**config.mk**
```make
export PLATFORM = sky130hd
export DESIGN_NAME = multi_host_flat
export DESIGN_NICKNAME = d
export VERILOG_FILES = /design/src/rtl/multi_host_if.sv /design/src/rtl/multi_host.sv /design/src/flat_wrapper.sv
export SDC_FILE = /design/constraint.sdc
export NUM_CORES = 1
export LEC_CHECK = 0
export ABC_AREA = 1
export BUFFER_PORTS_ARGS = -buffer_cell sky130_fd_sc_hd__buf_2
export CAP_MARGIN = 20
export CORE_AREA = 8 8 69 71
export DETAILED_ROUTE_END_ITERATION = 12
export DIE_AREA = 0 0 77 79
export PLACE_DENSITY = 0.73
export SLEW_MARGIN = 20
export SYNTH_ARGS = -nofsm -noshare
export SYNTH_HDL_FRONTEND = slang
export SYNTH_SLANG_ARGS = --single-unit
export TNS_END_PERCENT = 20
```
**constraint.sdc**
```tcl
create_clock -name CLK -period 1.2 [get_ports CLK]
set_input_delay 0.06 -clock CLK [delete_from_list [all_inputs] [get_ports CLK]]
set_output_delay 0.06 -clock CLK [all_outputs]
set_load 0.03 [all_outputs]
```
**src/rtl/multi_host_if.sv**
```systemverilog
// multi_host_if: parallel operand/product handshakes plus the A/B/O serial link.
// master modport is the host block; slave modport is the bus side and the serial multiplier.
// Widths follow OP_W; product is 2*OP_W bits.
interface multi_host_if #(
  parameter int OP_W = 4
);
  logic              in_valid;
  logic              in_ready;
  logic [OP_W-1:0]   op_a;
  logic [OP_W-1:0]   op_b;
  logic              A;
  logic              B;
  logic              O;
  logic              out_valid;
  logic              out_ready;
  logic [2*OP_W-1:0] product;
  logic              mismatch;

  modport master (
    input  in_valid, op_a, op_b, O, out_ready,
    output in_ready, A, B, out_valid, product, mismatch
  );

  modport slave (
    output in_valid, op_a, op_b, O, out_ready,
    input  in_ready, A, B, out_valid, product, mismatch
  );
endinterface

```
**src/rtl/multi_host.sv**
```systemverilog
// multi_host: serializes op_a/op_b LSB-first onto A/B and collects the LSB-first product from O.
// Latency: RX_DLY+2*OP_W+1 cycles from accept edge to out_valid; one IDLE cycle between operations.
// Backpressure: in_ready only in IDLE (no queueing); out_valid/product held in DONE until out_ready.
// Optional self-check: define MULTI_HOST_CHECK_EN to compare the collected product with op_a*op_b.
module multi_host #(
  parameter int OP_W   = 4,
  parameter int RX_DLY = 8
) (
  input logic          CLK,
  input logic          RST,
  multi_host_if.master hif
);
  localparam int PW = 2 * OP_W;
  localparam int CW = $clog2(PW + 1);

  typedef enum logic [2:0] {IDLE, SEND, WAIT, RECV, DONE} state_t;
  state_t state, state_nxt;

  logic [CW-1:0]   bit_cnt;
  logic [4:0]      dly_cnt;
  logic [OP_W-1:0] a_sh;
  logic [OP_W-1:0] b_sh;
  logic [PW-2:0]   rx_buf;
  logic [PW-1:0]   rx_full;
  logic [PW-1:0]   prod_q;
  logic            send_last;
  logic            dly_last;
  logic            recv_last;

  // dly_cnt counts cycles from t0, so it also decides whether WAIT is skipped.
  assign send_last = (state == SEND) && (bit_cnt == CW'(OP_W - 1));
  assign dly_last  = (dly_cnt == 5'(RX_DLY - 1));
  assign recv_last = (state == RECV) && (bit_cnt == CW'(PW - 1));
  // Last product bit comes straight from O so the result lands on the DONE entry edge.
  assign rx_full   = {hif.O, rx_buf};

  // The operand shifters empty themselves after OP_W shifts, so A/B idle at 0 outside SEND.
  assign hif.A         = a_sh[0];
  assign hif.B         = b_sh[0];
  assign hif.in_ready  = (state == IDLE);
  assign hif.out_valid = (state == DONE);
  assign hif.product   = prod_q;

  // State register.
  always_ff @(posedge CLK or posedge RST) begin
    if (RST) state <= IDLE;
    else     state <= state_nxt;
  end

  // Next-state decode.
  always_comb begin
    state_nxt = state;
    case (state)
      IDLE:    if (hif.in_valid)  state_nxt = SEND;
      SEND:    if (send_last)     state_nxt = dly_last ? RECV : WAIT;
      WAIT:    if (dly_last)      state_nxt = RECV;
      RECV:    if (recv_last)     state_nxt = DONE;
      DONE:    if (hif.out_ready) state_nxt = IDLE;
      default:                    state_nxt = IDLE;
    endcase
  end

  // Operand shifting, bit/delay counting and product capture.
  always_ff @(posedge CLK or posedge RST) begin
    if (RST) begin
      a_sh    <= '0;
      b_sh    <= '0;
      bit_cnt <= '0;
      dly_cnt <= '0;
      rx_buf  <= '0;
      prod_q  <= '0;
    end else begin
      case (state)
        IDLE: begin
          if (hif.in_valid) begin
            a_sh    <= hif.op_a;
            b_sh    <= hif.op_b;
            bit_cnt <= '0;
            dly_cnt <= '0;
          end
        end
        SEND: begin
          a_sh    <= a_sh >> 1;
          b_sh    <= b_sh >> 1;
          dly_cnt <= dly_cnt + 5'd1;
          bit_cnt <= send_last ? '0 : bit_cnt + 1'b1;
        end
        WAIT: begin
          dly_cnt <= dly_cnt + 5'd1;
          bit_cnt <= '0;
        end
        RECV: begin
          for (int k = 0; k < PW - 1; k++) begin
            if (bit_cnt == CW'(k)) rx_buf[k] <= hif.O;
          end
          bit_cnt <= bit_cnt + 1'b1;
          if (recv_last) prod_q <= rx_full;
        end
        default: ;
      endcase
    end
  end

`ifdef MULTI_HOST_CHECK_EN
  logic [PW-1:0] exp_q;
  logic          mis_q;

  // Reference product taken at accept; any disagreement at DONE entry sets a sticky flag.
  always_ff @(posedge CLK or posedge RST) begin
    if (RST) begin
      exp_q <= '0;
      mis_q <= 1'b0;
    end else begin
      if (state == IDLE && hif.in_valid) exp_q <= PW'(hif.op_a) * PW'(hif.op_b);
      if (recv_last && (rx_full != exp_q)) mis_q <= 1'b1;
    end
  end

  assign hif.mismatch = mis_q;
`else
  assign hif.mismatch = 1'b0;
`endif
endmodule

```
**src/flat_wrapper.sv**
```systemverilog
// flat-port wrapper written by rule: the top's interface ports become plain ports
module multi_host_flat 
#(
  parameter int OP_W   = 4,
  parameter int RX_DLY = 8
)
  (CLK, RST, hif_in_valid, hif_op_a, hif_op_b, hif_O, hif_out_ready, hif_in_ready, hif_A, hif_B, hif_out_valid, hif_product, hif_mismatch);
  multi_host_if #(.OP_W(OP_W)) hif_i ();
  input logic CLK;
  input logic RST;
  input wire logic [$bits(hif_i.in_valid)-1:0] hif_in_valid;
  input wire logic [$bits(hif_i.op_a)-1:0] hif_op_a;
  input wire logic [$bits(hif_i.op_b)-1:0] hif_op_b;
  input wire logic [$bits(hif_i.O)-1:0] hif_O;
  input wire logic [$bits(hif_i.out_ready)-1:0] hif_out_ready;
  output wire logic [$bits(hif_i.in_ready)-1:0] hif_in_ready;
  output wire logic [$bits(hif_i.A)-1:0] hif_A;
  output wire logic [$bits(hif_i.B)-1:0] hif_B;
  output wire logic [$bits(hif_i.out_valid)-1:0] hif_out_valid;
  output wire logic [$bits(hif_i.product)-1:0] hif_product;
  output wire logic [$bits(hif_i.mismatch)-1:0] hif_mismatch;
  assign hif_i.in_valid = hif_in_valid;
  assign hif_i.op_a = hif_op_a;
  assign hif_i.op_b = hif_op_b;
  assign hif_i.O = hif_O;
  assign hif_i.out_ready = hif_out_ready;
  assign hif_in_ready = hif_i.in_ready;
  assign hif_A = hif_i.A;
  assign hif_B = hif_i.B;
  assign hif_out_valid = hif_i.out_valid;
  assign hif_product = hif_i.product;
  assign hif_mismatch = hif_i.mismatch;
  multi_host #(.OP_W(OP_W), .RX_DLY(RX_DLY)) u_core (.CLK(CLK), .RST(RST), .hif(hif_i));
endmodule
```
==> summary.md, run 1 <==
| Metric | Value |
|---|---|
| Hold_ws | 49.25 ps |
| Die height | 79 µm |
| Finished Layout Cells | 327 |
| Cell mode on critical path | buf_6 |
| Synth top area share | 0.4821 |
| Row count | 23 |
| Die Width | 77 µm |
| Top post-synthesis cells by count | nand2_1 (66), dfrtp_1 (35), inv_1 (34) |
| VDD IR max | 1423 µV |
| Startpoint Class | flip-flop |
| Detailed-route via count | 1543 |
| Final Max Slew Viols | 0 |
| Nets | 294 |
| Setup CP Type | flip-flop to output port |
| Clk slew on worst S/H paths | 70 ps |
| Setup TNS | -1298 ps |
| Post-Syn Instances | 222 |
| DRC errors left | 0 |
| Unrepaired setup endpoints after global routing | yes |
| Clk buf depth | 2 |
| HP Class | primary input to flip-flop |
| Root Driver | clkbuf_8 |
| Iteration-0 DRC Markers | 87 |
| CORE AREA | 3799 µm² |
| CP cell instances | nor2_4 > nand2_4 > buf_6 > inv_2 > buf_6 |
| Final hold vios | 0 |
| Slowest stage delay, CP | 450 ps |
| MaxCap Viol Count | 0 |
| Mapped cell area | 1817 µm² |
| Pre-antenna DRT Iters | 4 |
| Starting Density | 0.4783 |
| Synth Area in XOR/XNOR | 0.02410 |
| Post-synth top area cell | dfrtp_1 |
| Routing usage on met2 | 0.2234 |
| GRT Residual Overflow | 0 |
| Simple-gate share of the synthesized area | 0.2438 |
| Post-synthesis compound-gate area fraction | 0.1157 |
| Failing checks | setup timing |
| GR Layer Usage met1 | 0.1504 |
| Post-Place Cell Area | 2140 µm² |
| Skew-Pair Late Insertion Delay | 290 ps |
| Initial antenna violation count | 0 |
| Overall power | 0.006476 W |
| Final Cycle Share | 1.118 |
| Multiplexer area fraction after synthesis | 0 |
| Maximum number of pins on one net before global-route repair | 36 |
| Post-synthesis sequential area ratio | 0.4821 |
| Ranking of synthesized cells by area | dfrtp_1 (48%), nand2_1 (14%), inv_1 (7.0%) |
| Synth Area in Adders | 0.03444 |
| IO Pins | 26 |
| Power Density | 2701 nW/µm² |
| PnR worst setup slack | -141.2 ps |
| Ys async rst share | 1.000 |
| Layout cells sized above 1 | 0.3321 |
| DP Cell Count | 312 |
| Drt wl/cell | 11.08 µm |
| CP endpoint kind | output port |
| P&R area growth vs syn | 31.96% |
| Cell with the most instances after synthesis | nand2_1 |
| CTS sink cnt | 35 |
| Vias per cell | 4.719 |
| Arr. time, crit path | 1280 ps |
| Largest family of logic cells by synthesized area | simple AND/OR/NAND/NOR gates |
| WP data required | 1140 ps |
| Vias in the first global route | 1535 |
| Critical path's slowest cell | dfrtp_2 |
| Grt met3 use | 0.03837 |
| WL final | 3.622 mm |
| Crit path time final | 1341 ps |
| Fin area | 2397 µm² |
| Syn Nets | 240 |
| Final ANT Viol Nets | 0 |
| Yosys reg bits | 35 |
| Routability cong. | 0.7958 |
| Distinct cells, synth | 22 |
| Hpwl dp | 2.606 mm |
| TritonCTS clock tree | built |
| H-tree Lvls | 2 |
| GR peak layer | met2 |
| Number of flops mapped to enable cells by yosys | 0 |
| GRT Util Overall | 0.1309 |
| First-pass GRT wire length | 6.603 mm |
| Status | complete, but fails checks |
| LEAKAGE | 1.304 nW |
| Total number of yosys warnings | 0 |
| Syn_area_per_cell | 8.184 µm² |
| Worst-path fanout max | 4 |
| Clk_skew | 5.541 ps |
| Dominant synthesized flop cell | dfrtp_1 |
| CTS buffer count | 5 |
| Die area | 6083 µm² |
| Setup violators final | 27 |
| ANT cells | 0 |
| Port-buffer cells | 24 |
| Fmax | 0.7456 GHz |
[area by class of cell]
type / count / area [µm²]
clock inverters: 3 / 67.56
well taps: 50 / 62.56
flip-flops and latches: 35 / 879.6
repair inverters: 1 / 7.507
fillers: 322 / 1401
clock buffers: 5 / 68.82
inverters: 36 / 140.1
repair buffers: 51 / 375.4
multi-input cells: 146 / 795.8
[worst paths after layout]
| kind | cells after the start | to | startpoint | slack, ps |
|---|---|---|---|---|
| min | 4 | u_core.state[2]$_DFFE_PP0P_ | hif_out_ready | 50 |
| min reg2reg | 2 | u_core.hif.product[5]$_DFFE_PP0P_ | u_core.hif.product[5]$_DFFE_PP0P_ | 480 |
| min in group asynchronous | 4 | u_core.state[0]$_DFFE_PP0P_ | RST | 360 |
| max | 5 | hif_in_ready | u_core.state[2]$_DFFE_PP0P_ | -140 |
| max reg2reg | 7 | u_core.b_sh[0]$_DFFE_PP0P_ | u_core.state[2]$_DFFE_PP0P_ | -100 |
| max in group asynchronous | 4 | u_core.state[2]$_DFFE_PP0P_ | RST | 640 |
[layout by cell type, fill, tap and decap left out, drive strengths merged]
cell type / count
nand2: 69
nor2: 13
nand3: 19
clkinvlp: 2
o21ai: 31
buf: 48
xor2: 4
bufinv: 2
conb: 1
dlygate4sd3: 3
dfrtp: 35
nor3: 1
clkbuf: 5
xnor2: 1
a21oi: 2
ha: 5
inv: 36
[metal layers]
metal,part of all wire,up-vias
met2,0.48,34
li1,-,790
met4,0.019,0
met1,0.46,711
met5,0,-
met3,0.043,8
[state kept, by name (all words and copies together) (netlist names)]
register / cells
u_core.b_sh: 4
u_core.dly_cnt: 5
u_core.hif.product: 8
u_core.rx_buf: 7
u_core.bit_cnt: 4
u_core.a_sh: 4
u_core.state: 3
[critical path, delay by kind of cell (launching register included)]
| kind | cells | cell delay [ps] |
|---|---|---|
| buf+inv | 3 | 270 |
| flops | 1 | 450 |
| simple gates | 2 | 270 |
[stage by stage]
stage,util,setup WS (ps)
CTS,0.6268,-139.9
detailed placement,0.5632,-133.5
floorplan,-,-18.86
finish,0.6311,-141.2
global route,0.6311,-193.7
global placement,0.5632,-96.67
[cell families (layout without fill, tap and decap cells)]
group,count (synthesis),in the layout
and+or+nand+nor,102,102
xor gates and xnor gates,5,5
AOI/OAI and AO/OA,33,33
buffers and inverters,41,96
DFF,35,35
other,1,1
adders and majority gates,5,5
[report_power, final]
group	leakage, nW	internal, W	switching [W]	total (W)
Clock	0.0644	0.000828	0.000446	0.00127
Combinational	0.802	0.00131	0.00190	0.00321
Sequential	0.437	0.00168	0.000307	0.00199
[timing repair]
item	in CTS	in global routing
setup buffers	3	1
hold buffers	3	0
pin swaps	3	3
gates cloned	1	0
endpoints found under the setup margin	34	37
endpoints found under the hold margin	37	0
gates resized for setup	19	7
Power figures use the tool's default switching activity.
==> run 2: changes to the inputs <==
--- a/config.mk
+++ b/config.mk
@@ -8,10 +8,11 @@
 export ABC_AREA = 1
 export BUFFER_PORTS_ARGS = -buffer_cell sky130_fd_sc_hd__buf_2
 export CAP_MARGIN = 20
-export CORE_AREA = 8 8 69 71
+export CORE_AREA = 2 2 63 65
 export DETAILED_ROUTE_END_ITERATION = 12
-export DIE_AREA = 0 0 77 79
-export PLACE_DENSITY = 0.73
+export DIE_AREA = 0 0 65 67
+export GPL_ROUTABILITY_DRIVEN = 0
+export PLACE_DENSITY = 0.8
 export SLEW_MARGIN = 20
 export SYNTH_ARGS = -nofsm -noshare
 export SYNTH_HDL_FRONTEND = slang
==> summary.md, run 2 (synthesis results as in run 1) <==
| Metric | Value |
|---|---|
| Slowest stage delay, CP | 440 ps |
| Clk_skew | 4.735 ps |
| LEAKAGE | 1.297 nW |
| Hold endpoint | u_core.b_sh[2]$_DFFE_PP0P_ |
| Finished Layout Cells | 325 |
| Crit path time final | 1325 ps |
| Vias in the first global route | 1496 |
| DRC errors left | 0 |
| Startpoint Class | flip-flop |
| R2R Path End | u_core.a_sh[2]$_DFFE_PP0P_ |
| Critical path's slowest cell | dfrtp_2 |
| Nets | 294 |
| GR peak layer | met2 |
| Crit path buf inv count | 3 |
| Final Cycle Share | 1.104 |
| Hpwl dp | 2.513 mm |
| Clock Power Share | 0.165 |
| P&R area growth vs syn | 33.88% |
| Kind of cell adding the most delay to the critical path | flip-flops |
| Internal cell power | 0.003682 W |
| Pre-antenna DRT Iters | 4 |
| Die Width | 65 µm |
| Clk buf depth | 2 |
| WL final | 3.938 mm |
| ANT cells | 0 |
| Clk slew on worst S/H paths | 80 ps |
| MaxCap Viol Count | 0 |
| WP data required | 1140 ps |
| Cell mode on critical path | buf_6 |
| CP endpoint kind | output port |
| Setup violators final | 29 |
| Grt met3 use | 0.04730 |
| GR Layer Usage met1 | 0.2297 |
| TritonCTS clock tree | built |
| Worst reg-to-reg path cell count | 8 |
| Die height | 67 µm |
| GRT Residual Overflow | 0 |
| Sw power | 0.002861 W |
| Final ANT Viol Nets | 0 |
| Hold_ws | 81.39 ps |
| Layout cells sized above 1 | 0.3935 |
| Port-buffer cells | 24 |
| IO Pins | 26 |
| DP Cell Count | 310 |
| Initial antenna violation count | 0 |
| Starting Density | 0.5038 |
| First-pass GRT wire length | 6.417 mm |
| Unrepaired setup endpoints after global routing | yes |
| Routing usage on met2 | 0.3363 |
| Switching Share | 0.4372 |
| GRT Util Overall | 0.1957 |
| Pre-CTS WS | -93.54 ps |
| Detailed-route via count | 1592 |
| Origin of the critical flop-to-flop path | u_core.state[1]$_DFFE_PP0P_ |
| Worst Hold Path Cells | 5 |
| Vias per cell | 4.898 |
| Fmax | 0.7546 GHz |
| H-tree Lvls | 2 |
| Die area | 4355 µm² |
| Commonest cells after routing, fill and taps aside | nand2_1 (55), dfrtp_1 (33), inv_1 (31) |
| Drt wl/cell | 12.12 µm |
| VDD IR max | 1535 µV |
| Largest register FFs | 8 |
| Skew-Pair Late Insertion Delay | 290 ps |
| Final Max Slew Viols | 0 |
| Worst-path fanout max | 4 |
| CORE AREA | 3606 µm² |
| Maximum number of pins on one net before global-route repair | 36 |
| CTS sink cnt | 35 |
| Setup CP Type | flip-flop to output port |
| Part of the power in combinational logic | 0.526 |
| Beginning of the worst hold path | hif_op_b[2] |
| CP cell instances | nor2_4 > nand2_4 > buf_6 > inv_2 > buf_6 |
| CTS buffer count | 5 |
| Row count | 22 |
| HP Class | primary input to flip-flop |
| Power Density | 2690 nW/µm² |
| PnR worst setup slack | -125.2 ps |
| Iteration-0 DRC Markers | 74 |
| Status | complete, but fails checks |
| Flop pwr share | 0.308 |
| Commonest non-fill, non-tap cell in the layout | nand2_1 |
| Root Driver | clkbuf_8 |
| Failing checks | setup timing |
| Final hold vios | 0 |
| Arr. time, crit path | 1270 ps |
| R2r setup slk | -110 ps |
| Overall power | 0.006544 W |
==> run 2: changes by cell type in the layout (fill, tap and decap cells not counted), moves of 2 or more <==
cell	change
nand2_1	-10
nand2_2	+10
nand3_1	-7
nand3_2	+6
o21ai_0	-2
==> run 2: metrics by stage <==
step	cell area [µm²]	TNS (ps)	util
final	2432	-1756	0.6745
after global routing	2432	-4077	0.6745
after CTS	2356	-1213	0.6534
after detailed placement	2125	-952.7	0.5892
after global placement	2125	-308.3	0.5892
after floorplan	1817	-53.53	-
==> run 2: cell type report <==
type | count | area, µm²
clock inverters | 3 | 43.79
clock buffers | 5 | 68.82
repair inverters | 1 | 7.507
fillers | 260 | 1174
multi-input cells | 146 | 867.1
flip-flops and latches | 35 | 878.3
well taps | 48 | 60.06
repair buffers | 51 | 366.6
inverters | 36 | 140.1
==> run 2: worst min-delay path: stages <==
cell and delay, ps:
buf_2 80, nand2_1 40, o21ai_0 60, nand2_1 60, o21ai_2 40
==> run 2: timing repair <==
action,in CTS,in global routing
hold endpoints to repair,37,0
cloned,1,0
resized for setup,24,24
hold buffers,3,0
pin swaps,4,3
setup buffers,2,1
setup endpoints to repair,35,37
==> run 2: worst max-delay path by stage <==
stage	from	end	slack, ps	cells past startpoint
2_1_floorplan	u_core.state[2]$_DFFE_PP0P_	u_core.a_sh[1]$_DFFE_PP0P_	-20	8
3_3_place_gp	u_core.state[2]$_DFFE_PP0P_	u_core.b_sh[1]$_DFFE_PP0P_	-40	7
3_5_place_dp	u_core.state[2]$_DFFE_PP0P_	u_core.a_sh[2]$_DFFE_PP0P_	-90	7
4_1_cts	u_core.state[1]$_DFFE_PP0P_	hif_in_ready	-110	5
5_1_grt	u_core.bit_cnt[1]$_DFFE_PP0P_	u_core.state[1]$_DFFE_PP0P_	-190	7
6_report	u_core.state[1]$_DFFE_PP0P_	hif_in_ready	-130	5
==> run 2: power groups by stage <==
| stage | clock (W) | sequential, W | combinational (W) |
|---|---|---|---|
| 2_1_floorplan | 0 | 0.00219 | 0.00180 |
| 5_1_grt | 0.00115 | 0.00209 | 0.00382 |
| 4_1_cts | 0.00109 | 0.00198 | 0.00323 |
| 6_report | 0.00108 | 0.00202 | 0.00344 |
| 3_5_place_dp | 0 | 0.00199 | 0.00293 |
| 3_3_place_gp | 0 | 0.00197 | 0.00283 |
==> run 2: per-layer routing <==
layer / routed length [µm] / up-vias
met5: 0 / -
met3: 141 / 7
met1: 1772 / 760
li1: - / 792
met4: 64 / 0
met2: 1960 / 33
